--- src/rtl/pipe_hazard_ctrl.sv ---
// Pipeline hazard sequencer for a 5-stage RISC-V core.
// Decides one action per cycle (RUN / FREEZE / LDSTALL / FLUSH) and drives
// per-stage write-enables, IF/ID flush and ID/EX bubble combinationally.
// It tracks the load currently in EX and keeps saturating event counters.
module pipe_hazard_ctrl #(
    parameter int unsigned CNT_W = 16
) (
    input  logic             clk,
    input  logic             rst_n,
    input  logic [6:0]       id_opcode,
    input  logic [4:0]       id_rs1,
    input  logic [4:0]       id_rs2,
    input  logic [4:0]       id_rd,
    input  logic             id_memread,
    input  logic             ex_br_valid,
    input  logic             ex_mispredict,
    input  logic             icache_stall,
    input  logic             dcache_stall,
    input  logic             cnt_clr,
    output logic             pc_we,
    output logic             ifid_we,
    output logic             ifid_flush,
    output logic             idex_we,
    output logic             idex_bubble,
    output logic             exmem_we,
    output logic             memwb_we,
    output logic [1:0]       mode,
    output logic [CNT_W-1:0] ldstall_cnt,
    output logic [CNT_W-1:0] flush_cnt,
    output logic [CNT_W-1:0] freeze_cnt
);

    typedef enum logic [1:0] {
        ModeRun     = 2'd0,
        ModeFreeze  = 2'd1,
        ModeLdstall = 2'd2,
        ModeFlush   = 2'd3
    } mode_e;

    localparam logic [6:0] OpReg    = 7'b0110011;
    localparam logic [6:0] OpImm    = 7'b0010011;
    localparam logic [6:0] OpLoad   = 7'b0000011;
    localparam logic [6:0] OpStore  = 7'b0100011;
    localparam logic [6:0] OpBranch = 7'b1100011;
    localparam logic [6:0] OpJalr   = 7'b1100111;

    localparam logic [CNT_W-1:0] CntMax = {CNT_W{1'b1}};

    logic       use_rs1;
    logic       use_rs2;
    logic       hz;
    mode_e      action;
    mode_e      mode_q;
    logic       ex_ld_q;
    logic [4:0] ex_rd_q;
    logic [CNT_W-1:0] ldstall_cnt_q;
    logic [CNT_W-1:0] flush_cnt_q;
    logic [CNT_W-1:0] freeze_cnt_q;

    // Decode which source registers the ID instruction actually reads.
    always_comb begin
        use_rs1 = 1'b0;
        use_rs2 = 1'b0;
        unique case (id_opcode)
            OpReg, OpStore, OpBranch: begin
                use_rs1 = 1'b1;
                use_rs2 = 1'b1;
            end
            OpImm, OpLoad, OpJalr: begin
                use_rs1 = 1'b1;
            end
            default: begin
                use_rs1 = 1'b0;
                use_rs2 = 1'b0;
            end
        endcase
    end

    // x0 never creates a dependency, so a load to x0 cannot stall.
    assign hz = ex_ld_q && (ex_rd_q != 5'd0) &&
                ((use_rs1 && (id_rs1 == ex_rd_q)) || (use_rs2 && (id_rs2 == ex_rd_q)));

    // Pick exactly one action per cycle by priority and drive the stage controls.
    always_comb begin
        action      = ModeRun;
        pc_we       = 1'b1;
        ifid_we     = 1'b1;
        ifid_flush  = 1'b0;
        idex_we     = 1'b1;
        idex_bubble = 1'b0;
        exmem_we    = 1'b1;
        memwb_we    = 1'b1;
        if (icache_stall || dcache_stall) begin
            // EX is frozen, so a pending mispredict or hazard re-presents next cycle.
            action   = ModeFreeze;
            pc_we    = 1'b0;
            ifid_we  = 1'b0;
            idex_we  = 1'b0;
            exmem_we = 1'b0;
            memwb_we = 1'b0;
        end else if (ex_br_valid && ex_mispredict) begin
            // ID holds a wrong-path instruction, so any hazard on it is moot.
            action      = ModeFlush;
            ifid_flush  = 1'b1;
            idex_bubble = 1'b1;
        end else if (hz) begin
            action      = ModeLdstall;
            pc_we       = 1'b0;
            ifid_we     = 1'b0;
            idex_bubble = 1'b1;
        end
    end

    // EX load tracking, last-action register and saturating counters.
    always_ff @(posedge clk or negedge rst_n) begin
        if (!rst_n) begin
            ex_ld_q       <= 1'b0;
            ex_rd_q       <= 5'd0;
            mode_q        <= ModeRun;
            ldstall_cnt_q <= '0;
            flush_cnt_q   <= '0;
            freeze_cnt_q  <= '0;
        end else begin
            if (idex_we) begin
                if (idex_bubble) begin
                    ex_ld_q <= 1'b0;
                    ex_rd_q <= 5'd0;
                end else begin
                    ex_ld_q <= id_memread;
                    ex_rd_q <= id_rd;
                end
            end

            mode_q <= action;

            if (cnt_clr) begin
                ldstall_cnt_q <= '0;
                flush_cnt_q   <= '0;
                freeze_cnt_q  <= '0;
            end else begin
                if ((action == ModeLdstall) && (ldstall_cnt_q != CntMax)) begin
                    ldstall_cnt_q <= ldstall_cnt_q + 1'b1;
                end
                if ((action == ModeFlush) && (flush_cnt_q != CntMax)) begin
                    flush_cnt_q <= flush_cnt_q + 1'b1;
                end
                if ((action == ModeFreeze) && (freeze_cnt_q != CntMax)) begin
                    freeze_cnt_q <= freeze_cnt_q + 1'b1;
                end
            end
        end
    end

    assign mode        = mode_q;
    assign ldstall_cnt = ldstall_cnt_q;
    assign flush_cnt   = flush_cnt_q;
    assign freeze_cnt  = freeze_cnt_q;

endmodule

--- config.mk ---
export PLATFORM = sky130hd
export DESIGN_NAME = pipe_hazard_ctrl
export DESIGN_NICKNAME = d
export VERILOG_FILES = /design/src/rtl/pipe_hazard_ctrl.sv
export SDC_FILE = /design/constraint.sdc
export NUM_CORES = 1
export LEC_CHECK = 0
export BUFFER_PORTS_ARGS = -buffer_cell sky130_fd_sc_hd__buf_2
export CORE_MARGIN = 5
export CORE_UTILIZATION = 45
export DETAILED_ROUTE_END_ITERATION = 10
export GPL_TIMING_DRIVEN = 0
export PLACE_DENSITY = 0.73
export SLEW_MARGIN = 20
export SYNTH_ARGS = -nofsm -noshare
export SYNTH_HDL_FRONTEND = slang
export SYNTH_SLANG_ARGS = --single-unit
--- constraint.sdc ---
create_clock -name clk -period 2.93 [get_ports clk]
set_clock_uncertainty 0.2 [all_clocks]
set_input_delay 0.586 -clock clk [delete_from_list [all_inputs] [get_ports clk]]
set_output_delay 0.586 -clock clk [all_outputs]
set_load 0.005 [all_outputs]
* After elaboration in Yosys (flattened, before gate mapping) *
Index checks and enable logic that the tools add are counted.

operators by class
  multiplexer cells = 22
  equal/unequal tests = 14
  order comparisons = 0
  bitwise gates (word level) = 0
  add/sub/neg operators = 3
  reductions and logical operators = 16
  div/mod/pow operators = 0
  multiply operators = 0
  shift operators = 0

operator list
  operator                                              count
  two-way mux 16 bit                                    6
  adder 16 x 1 -> 16 bit (second input constant)        3
  != test 16 bit (second input constant)                3
  equality test 7 x 6 -> 1 bit (second input constant)  2
  equality test 7 bit (second input constant)           2
  two-way mux 1 bit                                     12
  equality test 5 bit                                   2
  logical AND 1 bit                                     8
  equality test 7 x 2 -> 1 bit (second input constant)  1
  equality test 7 x 5 -> 1 bit (second input constant)  1
  two-way mux 2 bit                                     3
  nonzero test 2 bit                                    3
  OR reduction 6 bit                                    1
  two-way mux 5 bit                                     1
  nonzero test 5 bit                                    1
  equality test 2 bit (second input constant)           2
  OR reduction 3 bit                                    1
  equality test 2 x 1 -> 1 bit (second input constant)  1
  logical OR 1 bit                                      2

storage, ports and cells
  latch bits = 0
  output and inout bits = 57
  memories = 0
  ROM bits = 0
  logic and storage cells = 61
  register bits = 56
  input port bits = 30
  memory bits (writable) = 0

* Depth between registers and ports, before layout *
Gate-level depths: netlist of run 1.

  depth in word-level cells = 13
  mapped depth = 7
  gate-level depth less buffers = 7

* Least setup slack after synthesis of run 1 *
Ideal clock, no wire load.

  kind = input to output
  from = in id_opcode[6]
  to = out pc_we
  required time = 2.144 ns
  buffers on the path = 2
  slack = 0.346 ns
  data arrival time = 1.798 ns
  cell stages on the path = 7
  cell sequence = and2_1 -> o21ai_0 -> o22ai_4 -> nor2b_4 -> buf_6 -> a21oi_1 -> buf_4

between the ends
  longest elaborated chain between the ends = 9
  elaborated cells on any way between the ends = 17

RTL lines
  what                                                                              line  text
  start, declared                                                                   10    input logic [6:0] id_opcode,
  equality test 7 x 5 -> 1 bit (tied with other cells)                              64    unique case (id_opcode)
  OR reduction 6 bit (no source line) / OR reduction 3 bit (equally long branches)  --
  two-way mux 1 bit                                                                 64
  logical AND 1 bit                                                                 81    ((use_rs1 && (id_rs1 == ex_rd_q)) || (use_rs2 && (id_rs2 == ex_rd_q)));
  logical OR 1 bit *                                                                81
  logical AND 1 bit *                                                               80    assign hz = ex_ld_q && (ex_rd_q != 5'd0) &&
  two-way mux 1 bit * (3 in a row)                                                  --
  end, declared                                                                     20    output logic pc_we,

Mark *: on every way between the ends. The rest lies on a longest branch, timed or not.

* Worst setup path after layout of run 1 *
  from = reg ex_rd_q[2]
  to = out pc_we

between the ends
  longest elaborated chain between the ends = 7
  elaborated cells on any way between the ends = 11

RTL lines
  what                    line  text
  start, declared         55    logic [4:0] ex_rd_q;
  start signal, assigned  130   ex_rd_q <= id_rd;
  equality test 5 bit     81
  logical AND 1 bit       81
  logical OR 1 bit        81
  logical AND 1 bit *     80
  two-way mux 1 bit *     106   end else if (hz) begin
  two-way mux 1 bit *     101   end else if (ex_br_valid && ex_mispredict) begin
  two-way mux 1 bit *     93    if (icache_stall || dcache_stall) begin

Marks and branches as above.

==> run metrics, run 1 <==
Least-Margin Pin Slew roughly 0.95 ns; HP Class in2async; Max transition margin 0.358; Core Area ~0.0067 mm²; highest routing layer actually used met4; Critical Path Sink pc_we; Mapped Area 0.00308 mm²; WP depth 7; Worst path max stage delay around 0.56 ns; htree depth 2; LEAKAGE ~1.8 nW; register area share after synthesis 0.455; PortBufs 85; Max Buffers Root-to-Sink 2; crit path max fanout 10; num rows 30; CP Launch Type flop; Yosys cell types 55; largest net degree at the start of global routing 57; Max-Cap Viols 0; Die X 92.7 µm; DRC viols 0; Post-Synth XOR/XNOR Area 0.134; ANT cells 0; WL/cell ~16 µm; final-report max-slew violation count 0; Multi-input gate area roughly 0.0016 mm²; fin area about 0.0038 mm²; final worst-path cycle share 0.979; r2r worst-path depth 8; final hold vios 0; critical path's top delay family simple AND/OR/NAND/NOR gates; outcome finished, final reports clean; post-DP HPWL about 5500 µm; dpl cells ~470; CP arrival roughly 2.1 ns; Initial DRC Count 73; Reg-to-Reg Start ex_ld_q; drt first pass iters 4; CTS root buf clkbuf_8; Power Density roughly 380 mW/mm²; share of flip-flops with an asynchronous set or reset 1.00; Post-Synthesis Cells just over 300; Critical-path top delay cell or4_4; Total Wirelength about 7600 µm; most frequent cells in the layout buf_2 (84), dfrtp_1 (55), nor2_1 (47); critical setup path kind reg2out; fmax around 350 MHz; Ys Warns 0; fin crit period approximately 2.9 ns; storage element area between 0.001 and 0.0015 mm²; WL met2 approximately 3700 µm; RePlAce Congestion 0.822; initial antenna violation count 0; largest family of logic cells by synthesized area simple AND/OR/NAND/NOR gates; Vias between 2000 and 3000; Worst Path Buf+Inv 3; CTS tree built; met1 WL 3280 µm; Die Y 92.7 µm; Post-synth EDFFs 0; Initial Utilization 0.458; post-synthesis simple-gate area fraction 0.268; Worst-path clk slew about 0.10 ns; Global Route Usage Sum 0.181; number of vias per cell 5.46; worst flop-to-flop path endpoint ldstall_cnt[15]; I/O pins slightly below 90; Mapped Nets 341; share of cells above drive strength 1 0.310; FF+latch count, synth between 50 and 60; post-route ant nets 0; maximum vdd ir drop roughly 200 µV; CTS Buf Count 5; Clock Latency Late Sink about 0.30 ns; die area 0.00859 mm²; crit path from ex_rd_q[2]; GRT overflow 0; synthesized area per cell between 9 and 10 µm²; Post-DP Area roughly 0.0036 mm²; Main synth FF type dfrtp_1; Req. time, crit path 2.14 ns; CP Cell Sequence or4_4, o211ai_4, nor2b_4, buf_8, a21oi_4, buf_4, buf_2; vias in the first global route about 2700; Synth-to-Final Area Change 23.4%; Final setup violation count 0; critical path capture point type output pin; Nets roughly 440; Sink Count 56; Post-Synth Adder-Cell Area 0.0122; # fillers 627; final std cells w/o fill just under 500; first-pass GRT wire length 12500 µm; post-synthesis mux area share 0.0187; Synth Area in Compound Gates 0.0834; R2R setup slack about 0.33 ns; most common cell after layout, fill and taps aside buf_2; met3 WL 477 µm
## cell families (layout without fill, tap and decap cells)
family,count (synthesis),after routing
multiplexers,5,5
AND/OR/NAND/NOR,148,148
flip-flops,56,56
XOR/XNOR,47,47
buffers and inverters,18,117
AO/OA/AOI/OAI,31,31
adder cells (fa/ha/maj),3,3
## routing by layer
layer | vias up | global-route usage
met5 | - | 0
met4 | 0 | 0.0647
met3 | 15 | 0.0366
met2 | 81 | 0.315
met1 | 1290 | 0.221
li1 | 1275 | -
## cells in the mapped netlist (2+ instances only)
master	number	area, µm²
and4_4	2	22.5
nor2b_1	5	31.3
nand2_1	19	71.3
and3_1	9	56.3
mux2i_1	2	20.0
inv_1	7	26.3
and2_1	6	37.5
xnor2_1	21	184
a211oi_1	3	22.5
dfrtp_1	56	1400
and4_1	4	35.0
clkbuf_1	6	22.5
a21oi_1	9	45.0
o21ai_0	2	10.0
mux2_2	2	22.5
nand4_1	17	106
buf_4	3	22.5
nand3_1	18	90.1
xor2_1	26	228
nor2_1	47	176
ha_1	3	37.5
a22o_1	6	52.6
nor3_1	3	15.0
## repair_timing
item / in CTS / in global routing
endpoints found under the setup margin: 3 / 2
pin swaps: 2 / 5
gates resized for setup: 4 / 4
buffers inserted: 5 / 3
hold buffers: 0 / 0
## worst min-delay path by stage
stage / start / to / depth (start not counted)
2_1_floorplan: rst_n / ex_ld_q / 0
3_5_place_dp: ex_ld_q / ex_ld_q / 1
4_1_cts: rst_n / ldstall_cnt[9] / 1
3_3_place_gp: ex_ld_q / ex_ld_q / 1
5_1_grt: rst_n / ldstall_cnt[13] / 1
6_report: rst_n / ldstall_cnt[13] / 1
## stage by stage
| stage | worst slack (ns) | total power, mW | util | hold slack (ns) | setup TNS (ns) |
|---|---|---|---|---|---|
| after floorplan | 0.346 | 0.898 | - | 0.0904 | 0 |
| after global placement | 0.0849 | 0.961 | 0.536 | 0.296 | 0 |
| after detailed placement | 0.0222 | 0.965 | 0.536 | 0.291 | 0 |
| after CTS | 0.00953 | 1.47 | 0.559 | 0.151 | 0 |
| after global routing | -0.0215 | 1.52 | 0.565 | 0.180 | -0.0246 |
| final | 0.0602 | 1.46 | 0.565 | 0.109 | 0 |
## worst register-to-register path: stages (launching register included)
cell      delay [ns]
dfrtp_1         0.36
and4b_1         0.26
o211ai_4        0.11
buf_4           0.16
buf_4           0.13
nor4_1          0.82
nand4_1         0.22
xor2_1          0.20
nor2_1          0.05
## state kept, by name (all words and copies together), names as in the netlist
register and cells:
mode 2, freeze_cnt 16, flush_cnt 16, ldstall_cnt 16
ex_ld_q 1, ex_rd_q 5
## layout make-up
class | count | area share
Multi-Input combinational cell | 234 | 0.426
Timing Repair Buffer | 93 | 0.129
Tap cell | 80 | 0.0264
Inverter | 7 | 0.00692
Clock buffer | 5 | 0.0181
Buffer | 11 | 0.0168
Sequential cell | 56 | 0.369
Clock inverter | 1 | 0.00791
## where the power goes
part / internal [mW] / switching, mW / leakage (nW) / total [mW]
sequential: 0.788 / 0.0181 / 0.767 / 0.807
combinational: 0.0753 / 0.0840 / 1.02 / 0.159
clock: 0.246 / 0.245 / 0.0501 / 0.491
No activity file was read; power rests on OpenSTA's default activity.
==> inputs of run 2 (changes only) <==
Settings changed: MAX_ROUTING_LAYER from default to met4.
Clock period 2.93 ns to 3.4 ns, I/O delays scaled along.
==> run 2 against run 1 <==
Combinational power decreased by 25%. Core utilization decreased by 1.4 points. Wire length decreased by 3.4%. Die area unchanged. Critical path depth unchanged. Critical endpoint unchanged. Global-route usage increased by 0.053 points. Setup slack improved by 0.22 ns. First-iteration DRC count decreased by 22%.
==> run metrics, run 2 (synthesis results as in run 1) <==
GRT overflow 0; Max transition margin 0.388; Worst path max stage delay approximately 0.56 ns; Initial DRC Count 57; Max-Cap Viols 0; post-route ant nets 0; Power Density between 300 and 400 mW/mm²; CTS tree built; Worst-path clk slew roughly 0.1 ns; final std cells w/o fill ~480; # fillers around 630; Synth-to-Final Area Change 20.4%; CTS Buf Count 5; Least-Margin Pin Slew 0.909 ns; first-pass GRT wire length between 10000 and 15000 µm; R2R setup slack between 0.9 and 1 ns; final worst-path cycle share 0.916; final hold vios 0; critical setup path kind reg2out; Setup Fix Bufs, Post-CTS 0; Core Area 0.00672 mm²; storage element area 0.00140 mm²; largest net degree at the start of global routing 57; HP Class in2async; most common cell after layout, fill and taps aside buf_2; Total Wirelength between 7000 and 8000 µm; vias in the first global route ~2700; fin crit period ~3.1 ns; Critical-path top delay cell or4_1; PortBufs 85; htree depth 2; Max Buffers Root-to-Sink 2; post-CTS resize count 0; Worst Hold Slack 0.222 ns; Final setup violation count 0; RePlAce Congestion roughly 0.83; crit path max fanout 10; Multi-input gate area between 0.0015 and 0.002 mm²; most frequent cells in the layout buf_2 (84), dfrtp_1 (56), nor2_1 (47); post-DP HPWL between 5000 and 6000 µm; num rows 30; Clock Latency Late Sink about 0.30 ns; outcome finished, final reports clean; Die X ~93 µm; CP arrival approximately 2.2 ns; share of cells above drive strength 1 0.286; Tot Pwr 1.24 mW; CTS root buf clkbuf_8; WL/cell about 15 µm; critical path capture point type output pin; dpl cells 473; number of vias per cell ~5.5; Initial Utilization 0.458; LEAKAGE 1.79 nW; Req. time, crit path approximately 2.5 ns; Global Route Usage Sum 0.181; DRC viols 0; CP Cell Sequence or4_1, o211ai_2, nor2b_4, buf_6, a21oi_1, buf_4, buf_2; initial antenna violation count 0; maximum vdd ir drop 172 µV; CP Launch Type flop; final-report max-slew violation count 0; setup_tns 0 ns; RSZ-0062 raised after global routing no; Die Y a little over 90 µm; Nets 433; Vias 2614; fmax 321 MHz; die area about 0.0086 mm²; I/O pins 87; Sink Count 56; ANT cells 0; drt first pass iters 4; cts hold-fix bufs 0
[run 2: cell types whose count changed in the layout (fill, tap and decap cells not counted)]
cell / delta
dfrtp_1: +1
a21oi_2: -1
o21ai_1: -1
buf_6: +1
o21ai_0: +1
a21oi_1: +2
a21oi_4: -1
buf_8: -1
buf_4: -8
o211ai_2: +1
or4_4: -1
o211ai_4: -1
or4_1: +1
dfrtp_2: -1
[run 2: power breakdown]
part	leakage, nW	switching [mW]	internal [mW]
sequential	0.768	0.0165	0.679
combinational	0.973	0.0650	0.0552
clock	0.0501	0.211	0.212
[run 2: cell type report]
| cell class | count | area share |
|---|---|---|
| multi-input cells | 234 | 0.429 |
| flip-flops and latches | 56 | 0.378 |
| repair buffers | 85 | 0.116 |
| well taps | 80 | 0.0270 |
| clock buffers | 5 | 0.0186 |
| plain buffers | 11 | 0.0162 |
| clock inverters | 1 | 0.00811 |
| inverters | 7 | 0.00709 |
[run 2: layer usage]
| layer | GRT usage | up-vias | wire (µm) |
|---|---|---|---|
| li1 | - | 1262 | - |
| met1 | 0.215 | 1267 | 3290 |
| met2 | 0.307 | 72 | 3550 |
| met3 | 0.0349 | 13 | 405 |
| met4 | 0.0684 | 0 | 122 |
| met5 | - | - | 0 |
[run 2: per-stage QoR]
stage | cell area [µm²] | util | setup slack, ns
after global placement | 3600 | 0.536 | 0.367
final | 3700 | 0.551 | 0.285
after global routing | 3700 | 0.551 | 0.167
after detailed placement | 3600 | 0.536 | 0.304
after floorplan | 3080 | - | 0.628
after CTS | 3700 | 0.551 | 0.249
[run 2: worst max-delay path: cells and delay by family, from the launching register on]
kind,cells,cell delay (ns)
flip-flops,1,0.45
AO/OA/AOI/OAI,2,0.47
AND/OR/NAND/NOR,2,0.64
buffers and inverters,3,0.38
[run 2: final timing paths]
check | from | endpoint | cells past startpoint
setup reg to reg | ldstall_cnt[0] | ldstall_cnt[15] | 7
hold reg to reg | ex_ld_q | ex_ld_q | 1
setup / recovery | ex_rd_q[1] | pc_we | 7
min in group clk | ex_ld_q | ex_ld_q | 1
max in group asynchronous | rst_n | flush_cnt[15] | 1
hold / removal | rst_n | ldstall_cnt[13] | 1
